<file path="src/rtl/pixel_scanout.sv">
// Streams a NUM_ROWS x ROW_W 1-bit bitmap in raster order; start->first pixel 3 cycles, pix_ready stalls hold all pixel outputs.
// SCANOUT_PREFETCH_EN: shadow row buffer fetches row y+1 during row y, removing the 2-cycle FETCH/WAIT bubble per row.
module pixel_scanout #(
  parameter int ROW_W    = 64,
  parameter int NUM_ROWS = 64
) (
  input  logic                        clk,
  input  logic                        rst,
  input  logic                        start,
  output logic                        rd_en,
  output logic [$clog2(NUM_ROWS)-1:0] rd_addr,
  input  logic [ROW_W-1:0]            rd_data,
  output logic                        pix_valid,
  input  logic                        pix_ready,
  output logic                        pix_value,
  output logic [$clog2(ROW_W)-1:0]    pix_x,
  output logic [$clog2(NUM_ROWS)-1:0] pix_y,
  output logic                        pix_last,
  output logic                        busy,
  output logic                        done
);

  localparam int XW = $clog2(ROW_W);
  localparam int YW = $clog2(NUM_ROWS);
  localparam logic [XW-1:0] LAST_X = XW'(ROW_W - 1);
  localparam logic [YW-1:0] LAST_Y = YW'(NUM_ROWS - 1);

  typedef enum logic [2:0] {
    S_IDLE,
    S_FETCH,
    S_WAIT,
    S_STREAM,
    S_DONE
  } state_t;

  state_t           state_q, state_d;
  logic [XW-1:0]    x_q, x_d;
  logic [YW-1:0]    y_q, y_d;
  logic [ROW_W-1:0] row_buf_q, row_buf_d;
  logic             rd_en_q, rd_en_d;
  logic [YW-1:0]    rd_addr_q, rd_addr_d;
  logic             xfer;
  logic [YW-1:0]    y_next;

`ifdef SCANOUT_PREFETCH_EN
  logic [ROW_W-1:0] shadow_q, shadow_d;
  logic             shadow_vld_q, shadow_vld_d;
  logic             rd_pend_q, rd_pend_d;
`endif

  assign xfer   = (state_q == S_STREAM) && pix_ready;
  assign y_next = y_q + YW'(1);

  always_comb begin
    state_d   = state_q;
    x_d       = x_q;
    y_d       = y_q;
    row_buf_d = row_buf_q;
    rd_en_d   = 1'b0;
    rd_addr_d = rd_addr_q;
`ifdef SCANOUT_PREFETCH_EN
    shadow_d     = shadow_q;
    shadow_vld_d = shadow_vld_q;
    rd_pend_d    = rd_en_q;
    // A prefetch read lands while streaming; reads issued from FETCH land in WAIT instead.
    if (rd_pend_q && (state_q == S_STREAM)) begin
      shadow_d     = rd_data;
      shadow_vld_d = 1'b1;
    end
`endif

    unique case (state_q)
      S_IDLE: begin
        if (start) begin
          state_d   = S_FETCH;
          rd_en_d   = 1'b1;
          rd_addr_d = '0;
          x_d       = '0;
          y_d       = '0;
        end
      end
      S_FETCH: state_d = S_WAIT;
      S_WAIT: begin
        row_buf_d = rd_data;
        state_d   = S_STREAM;
`ifdef SCANOUT_PREFETCH_EN
        if (y_q != LAST_Y) begin
          rd_en_d   = 1'b1;
          rd_addr_d = y_next;
        end
`endif
      end
      S_STREAM: begin
        if (xfer) begin
          if (x_q == LAST_X) begin
            x_d = '0;
            if (y_q == LAST_Y) begin
              state_d   = S_DONE;
              y_d       = '0;
              rd_addr_d = '0;
            end else begin
              y_d = y_next;
`ifdef SCANOUT_PREFETCH_EN
              if (shadow_vld_q) begin
                row_buf_d    = shadow_q;
                shadow_vld_d = 1'b0;
                if (y_next != LAST_Y) begin
                  rd_en_d   = 1'b1;
                  rd_addr_d = y_q + YW'(2);
                end
              end else begin
                state_d   = S_FETCH;
                rd_en_d   = 1'b1;
                rd_addr_d = y_next;
              end
`else
              state_d   = S_FETCH;
              rd_en_d   = 1'b1;
              rd_addr_d = y_next;
`endif
            end
          end else begin
            x_d = x_q + XW'(1);
          end
        end
      end
      S_DONE:  state_d = S_IDLE;
      default: state_d = S_IDLE;
    endcase
  end

  always_ff @(posedge clk) begin
    if (rst) begin
      state_q   <= S_IDLE;
      x_q       <= '0;
      y_q       <= '0;
      row_buf_q <= '0;
      rd_en_q   <= 1'b0;
      rd_addr_q <= '0;
`ifdef SCANOUT_PREFETCH_EN
      shadow_q     <= '0;
      shadow_vld_q <= 1'b0;
      rd_pend_q    <= 1'b0;
`endif
    end else begin
      state_q   <= state_d;
      x_q       <= x_d;
      y_q       <= y_d;
      row_buf_q <= row_buf_d;
      rd_en_q   <= rd_en_d;
      rd_addr_q <= rd_addr_d;
`ifdef SCANOUT_PREFETCH_EN
      shadow_q     <= shadow_d;
      shadow_vld_q <= shadow_vld_d;
      rd_pend_q    <= rd_pend_d;
`endif
    end
  end

  assign rd_en     = rd_en_q;
  assign rd_addr   = rd_addr_q;
  assign pix_valid = (state_q == S_STREAM);
  assign pix_value = row_buf_q[x_q];
  assign pix_x     = x_q;
  assign pix_y     = y_q;
  assign pix_last  = pix_valid && (x_q == LAST_X) && (y_q == LAST_Y);
  assign busy      = (state_q != S_IDLE);
  assign done      = (state_q == S_DONE);

endmodule

</file>
<file path="config.mk">
export PLATFORM = sky130hd
export DESIGN_NAME = pixel_scanout
export DESIGN_NICKNAME = d
export VERILOG_FILES = /design/src/rtl/pixel_scanout.sv
export SDC_FILE = /design/constraint.sdc
export NUM_CORES = 1
export LEC_CHECK = 0
export BUFFER_PORTS_ARGS = -buffer_cell sky130_fd_sc_hd__buf_2
export CAP_MARGIN = 15
export CORE_ASPECT_RATIO = 0.75
export CORE_MARGIN = 5
export CORE_UTILIZATION = 45
export CTS_BUF_LIST = sky130_fd_sc_hd__clkbuf_2 sky130_fd_sc_hd__clkbuf_4 sky130_fd_sc_hd__clkbuf_8
export DETAILED_ROUTE_END_ITERATION = 7
export GPL_TIMING_DRIVEN = 0
export PLACE_DENSITY = 0.68
export RECOVER_POWER = 50
export SLEW_MARGIN = 30
export SYNTH_ARGS = -nofsm -noshare
export SYNTH_HDL_FRONTEND = slang
export SYNTH_SLANG_ARGS = --single-unit
</file>
<file path="constraint.sdc">
create_clock -name clk -period 3.75 [get_ports clk]
set_clock_uncertainty 0.05 [all_clocks]
set_input_delay 0 -clock clk [delete_from_list [all_inputs] [get_ports clk]]
set_output_delay 0 -clock clk [all_outputs]
set_load 0.02 [all_outputs]
</file>
==> flow_metrics.env, run 1 <==
export IMPL_grt_pass1_wl_um=16600
export IMPL_vias_per_cell=5.16
export IMPL_cts_setup_buffers=0
export IMPL_ys_warn_count=0
export IMPL_critPathKind="reg2out"
export IMPL_ir_worst_vdd_mv=0.233
export IMPL_rsz0062_at_grt="no"
export IMPL_crit_arrival_ns=2.44
export IMPL_drt_initial_drc_count=235
export IMPL_period_share=0.665
export IMPL_yosys_area_top_type="dfxtp_1"
export IMPL_synth_cell_types=43
export IMPL_syn_area_per_cell_um2=8.42
export IMPL_cts_sinks=80
export IMPL_htree_levels=3
export IMPL_antenna_cells=0
export IMPL_maxCapViolations=0
export IMPL_final_common_cell="nand2_1"
export IMPL_reg2reg_depth=7
export IMPL_cp_start_kind="flip-flop"
export IMPL_hpwl_um=6950
export IMPL_synth_nets=509
export IMPL_gp_congestion=0.814
export IMPL_core_area_um2=7950
export IMPL_antenna_found_initial=0
export IMPL_ys_flop_type="dfxtp_1"
export IMPL_grt_usage=0.209
export IMPL_totalWireLength_um=10500
export IMPL_clockBufferDepth=2
export IMPL_fin_crit_ns=2.49
export IMPL_final_cell_mix="132 x nand2_1, 80 x dfxtp_1, 76 x buf_2"
export IMPL_crit_path_end_kind="output port"
export IMPL_place_ws_ns=1.64
export IMPL_clock_fmax_mhz=401
export IMPL_cts_root_buf="clkbuf_8"
export IMPL_cts_repair_resized=0
export IMPL_ys_ff_latch=80
export IMPL_powerDensity_nw_per_um2=399
export IMPL_dieArea_um2=10100
export IMPL_setup_tns_ns=0
export IMPL_cts_tree="built"
export IMPL_worst_slew_margin_rel=0.474
export IMPL_cts_buffers=9
export IMPL_ys_seq_area_frac=0.433
export IMPL_setup_ws_ns=1.26
export IMPL_synth_edf_count=0
export IMPL_whs_path_depth=4
export IMPL_io_pins=92
export IMPL_cp_max_fo=10
export IMPL_hp_class="in2reg"
export IMPL_outcome="complete, no violations"
export IMPL_area_growth_pct=38.4
export IMPL_die_w_um=115
export IMPL_final_hold_viol_count=0
export IMPL_nets=679
export IMPL_drv_slew=0
export IMPL_drc=0
export IMPL_async_reset_ff_frac=0
export IMPL_tightest_slew_ns=0.779
export IMPL_syn_cell_area_um2=3700
export IMPL_wire_per_inst_um=14.6
export IMPL_die_h_um=88.5
export IMPL_clk_latency_ns=0.35
export IMPL_leakage_nw=2.00
export IMPL_vias=3710
export IMPL_clk_pin_slew_ns=0.08
export IMPL_final_layout_size_suffix_gt1_frac=0.182
export IMPL_drt_pre_antenna_iters=6
export IMPL_port_buffers=91
export IMPL_start_util=0.465
export IMPL_synthCells=439
export IMPL_setup_viol=0
export IMPL_ant_nets=0
export IMPL_synth_top_area_frac=0.433
export IMPL_grt_max_degree=15
export IMPL_overflow=0
export IMPL_row_count=28
export IMPL_first_global_vias=3570
export IMPL_required_ns=3.70
export IMPL_ys_top_cells_by_area="dfxtp_1 43%, nand2_1 13%, a21oi_1 10%"
[cell families after synthesis]
kind of cell,count (synthesis),share of synthesized area
compound gates,95,0.142
xor+xnor,5,0.0118
fa+ha+maj,2,0.00677
simple gates,190,0.230
buf+inv,43,0.0609
mux,24,0.115
flops,80,0.433
[timing repair]
item / in CTS / in global routing
hold buffers: 68 / 0
endpoints found under the hold margin: 68 / 0
setup endpoints to repair: 0 / 0
[registers in the layout, summed over array words and instances (netlist names)]
signal / count
row_buf_q: 64
pix_x: 6
rd_addr: 6
state_q: 3
rd_en: 1
[metrics by stage]
stage	power, mW	instance area, um2	utilization	hold WS (ns)	std cells
floorplan	1.22	3700	-	0.0860	439
global placement	1.33	4280	0.539	0.192	635
detailed placement	1.34	4280	0.539	0.197	635
CTS	2.06	5180	0.651	0.353	719
global route	2.14	5120	0.643	0.371	719
finish	2.04	5120	0.643	0.373	719
[worst max-delay path, stage by stage, from the launching register on]
cell and delay [ns]:
dfxtp_1 0.51, buf_6 0.22, buf_2 0.26, mux2i_1 0.15
mux4_1 0.52, a21oi_1 0.23, buf_2 0.21
[area by class of cell]
class,instances,area [um2]
inverters,3,11.3
flip-flops and latches,80,1600
well taps,105,131
multi-input cells,316,1850
clock inverters,5,63.8
fillers,659,2840
clock buffers,11,151
repair buffers,159,1110
plain buffers,40,199
[per-layer routing]
metal,track usage,share of wire
met1,0.268,0.44
met2,0.356,0.47
met3,0.0499,0.076
met4,0.0583,0.011
met5,0,0
[cell usage after synthesis, types with 4 or more instances]
master / number
nand2_1: 132
dfxtp_1: 80
a21oi_1: 75
nor2_1: 17
clkbuf_1: 12
o21ai_0: 11
buf_4: 10
mux2i_1: 10
buf_2: 8
buf_1: 7
mux4_2: 7
mux4_1: 6
nand3_1: 5
nor2b_1: 5
and3_1: 4
nor3b_1: 4
or3_1: 4
xnor2_1: 4
[power by group]
part / internal [mW] / total, mW / switching, mW / leakage [nW]
clock network: 0.348 / 0.671 / 0.322 / 0.106
logic: 0.187 / 0.415 / 0.227 / 1.24
registers: 0.918 / 0.957 / 0.0386 / 0.651
[final timing paths]
kind	from	slack [ns]	to
worst max-delay path	pix_x[0]	1.26	pix_value
worst min-delay path	rd_data[47]	0.37	row_buf_q[47]
worst max register to register	state_q[1]	1.30	row_buf_q[10]
worst min register to register	row_buf_q[57]	0.41	row_buf_q[57]
No activity file was read; power rests on OpenSTA's default activity.
==> run 2, diff against run 1 <==
Settings changed: PLACE_DENSITY 0.68 to 0.71.
Clock period 3.75 ns to 2.25 ns, I/O delays scaled along.
==> run 2 against run 1 <==
Against the previous run:
- via count rose by 0.27%
- final cell count stayed put
- global-route usage shrank 0.086 points
- sequential share of layout area down 0.29 points
- combinational power increased by 71%
- largest cell class unchanged
- critical path depth did not move
- clock-buffer cell count decreased by 2
- total power rose by 70%
==> flow_metrics.env, run 2 (synthesis gave the netlist of run 1 again) <==
export IMPL_outcome="complete, no violations"
export IMPL_nets=679
export IMPL_hpwl_um=7000
export IMPL_grt_busiest_layer="met2"
export IMPL_die_h_um=88.5
export IMPL_drt_pre_antenna_iters=5
export IMPL_place_inst=635
export IMPL_drt_initial_drc_count=241
export IMPL_powerDensity_nw_per_um2=670
export IMPL_critical_path_top_delay_family="multiplexers"
export IMPL_max_stage_delay_ns=0.48
export IMPL_place_ws_ns=0.182
export IMPL_critPathKind="reg2out"
export IMPL_row_count=28
export IMPL_worst_slew_margin_rel=0.612
export IMPL_io_pins=92
export IMPL_fin_crit_ns=2.20
export IMPL_maxCapViolations=0
export IMPL_ant_nets=0
export IMPL_htree_levels=3
export IMPL_crit_arrival_ns=2.15
export IMPL_period_share=0.980
export IMPL_area_growth_pct=40.2
export IMPL_overflow=0
export IMPL_first_global_vias=3523
export IMPL_crit_path_end_kind="output port"
export IMPL_antenna_found_initial=0
export IMPL_core_area_um2=7950
export IMPL_crit_slowest_cell="mux4_2"
export IMPL_cts_sinks=80
export IMPL_cp_max_fo=10
export IMPL_ir_worst_vdd_mv=0.390
export IMPL_vias=3720
export IMPL_grt_use_met3=0.0554
export IMPL_leakage_nw=2.03
export IMPL_critPathBufInv=2
export IMPL_die_w_um=115
export IMPL_clk_latency_ns=0.35
export IMPL_dieArea_um2=10100
export IMPL_clock_fmax_mhz=454
export IMPL_placed_area_um2=4280
export IMPL_reg2reg_slack_ns=0.17
export IMPL_power_mw=3.48
export IMPL_final_cell_area_um2=5180
export IMPL_setup_tns_ns=0
export IMPL_tightest_slew_ns=0.583
export IMPL_antenna_cells=0
export IMPL_final_hold_viol_count=0
export IMPL_fin_cells=719
export IMPL_clk_pin_slew_ns=0.09
export IMPL_wire_per_inst_um=14.8
export IMPL_grt_max_degree=15
export IMPL_start_util=0.465
export IMPL_largest_reg_flops=64
export IMPL_regMostFlops="row_buf_q"
export IMPL_cts_root_buf="clkbuf_8"
export IMPL_use_met2=0.352
export IMPL_cp_common_cell="buf_6"
export IMPL_n_fill_cell=665
export IMPL_cts_buffers=9
export IMPL_cp_start_kind="flip-flop"
export IMPL_vias_per_cell=5.17
export IMPL_final_cell_mix="132 x nand2_1, 78 x buf_2, 77 x dfxtp_1"
export IMPL_setup_viol=0
export IMPL_required_ns=2.20
export IMPL_final_common_cell="nand2_1"
export IMPL_gr_usage_met1=0.269
export IMPL_rsz0062_at_grt="yes"
export IMPL_path_cells="buf_6, mux4_1, mux2i_1, mux4_2, a21oi_2, buf_6"
export IMPL_utilization=0.652
export IMPL_grt_usage=0.208
export IMPL_gp_congestion=0.826
export IMPL_final_layout_size_suffix_gt1_frac=0.210
export IMPL_grt_pass1_wl_um=16500
export IMPL_fin_hold_ws_ns=0.379
export IMPL_hp_class="in2reg"
export IMPL_totalWireLength_um=10600
export IMPL_port_buffers=91
export IMPL_clockBufferDepth=2
export IMPL_drv_slew=0
export IMPL_setup_ws_ns=0.0450
export IMPL_cts_setup_buffers=0
export IMPL_drc=0
export IMPL_cts_tree="built"
[run 2: cell types whose count changed in the layout (fill, tap and decap cells not counted), moves of 2 or more]
cell	before	now
dfxtp_2	0	2
clkbuf_8	11	9
mux4_2	7	10
a2111oi_0	3	1
nor4_1	3	1
clkinv_2	0	2
buf_6	1	4
a2111oi_1	0	2
clkbuf_1	38	30
buf_2	76	78
mux4_1	6	3
dfxtp_1	80	77
nor4_2	0	2
[run 2: final timing paths]
kind                                     from       endpoint  depth (start not counted)
worst max-delay path                 pix_x[0]      pix_value                          6
worst min-delay path              rd_data[38]  row_buf_q[38]                          4
worst max register to register       pix_x[0]     state_q[1]                          6
worst min register to register  row_buf_q[62]  row_buf_q[62]                          2
[run 2: layout make-up]
| cell class | instances | area (um2) | area share |
|---|---|---|---|
| Sequential cell | 80 | 1610 | 0.310 |
| Multi-Input combinational cell | 316 | 1870 | 0.361 |
| Buffer | 40 | 220 | 0.0425 |
| Clock buffer | 9 | 124 | 0.0239 |
| Timing Repair Buffer | 159 | 1120 | 0.216 |
| Tap cell | 105 | 131 | 0.0253 |
| Clock inverter | 7 | 95.1 | 0.0183 |
| Inverter | 3 | 11.3 | 0.00217 |
[run 2: where the power goes]
part / switching (mW) / internal, mW / leakage [nW]
registers: 0.0672 / 1.53 / 0.653
logic: 0.384 / 0.326 / 1.26
clock network: 0.543 / 0.627 / 0.110
total: 0.994 / 2.48 / 2.03
[run 2: what timing repair did]
item                                   in CTS  in global routing
cloned                                      0                  0
setup endpoints to repair                   1                  1
endpoints found under the hold margin      70                  0
pin swaps                                   0                  1
hold buffers                               68                  0
resized for setup                          15                  4
[run 2: routing by layer]
metal,wire [um],vias up,share of wire
met5,0,-,0
met4,128,0,0.012
met3,825,14,0.078
met2,5040,146,0.47
met1,4640,1722,0.44
li1,-,1838,-
[run 2: tightest hold or removal path: stages]
cell and delay (ns):
dlygate4sd3_1 0.53, buf_2 0.12, nand2_1 0.04, a21oi_1 0.05
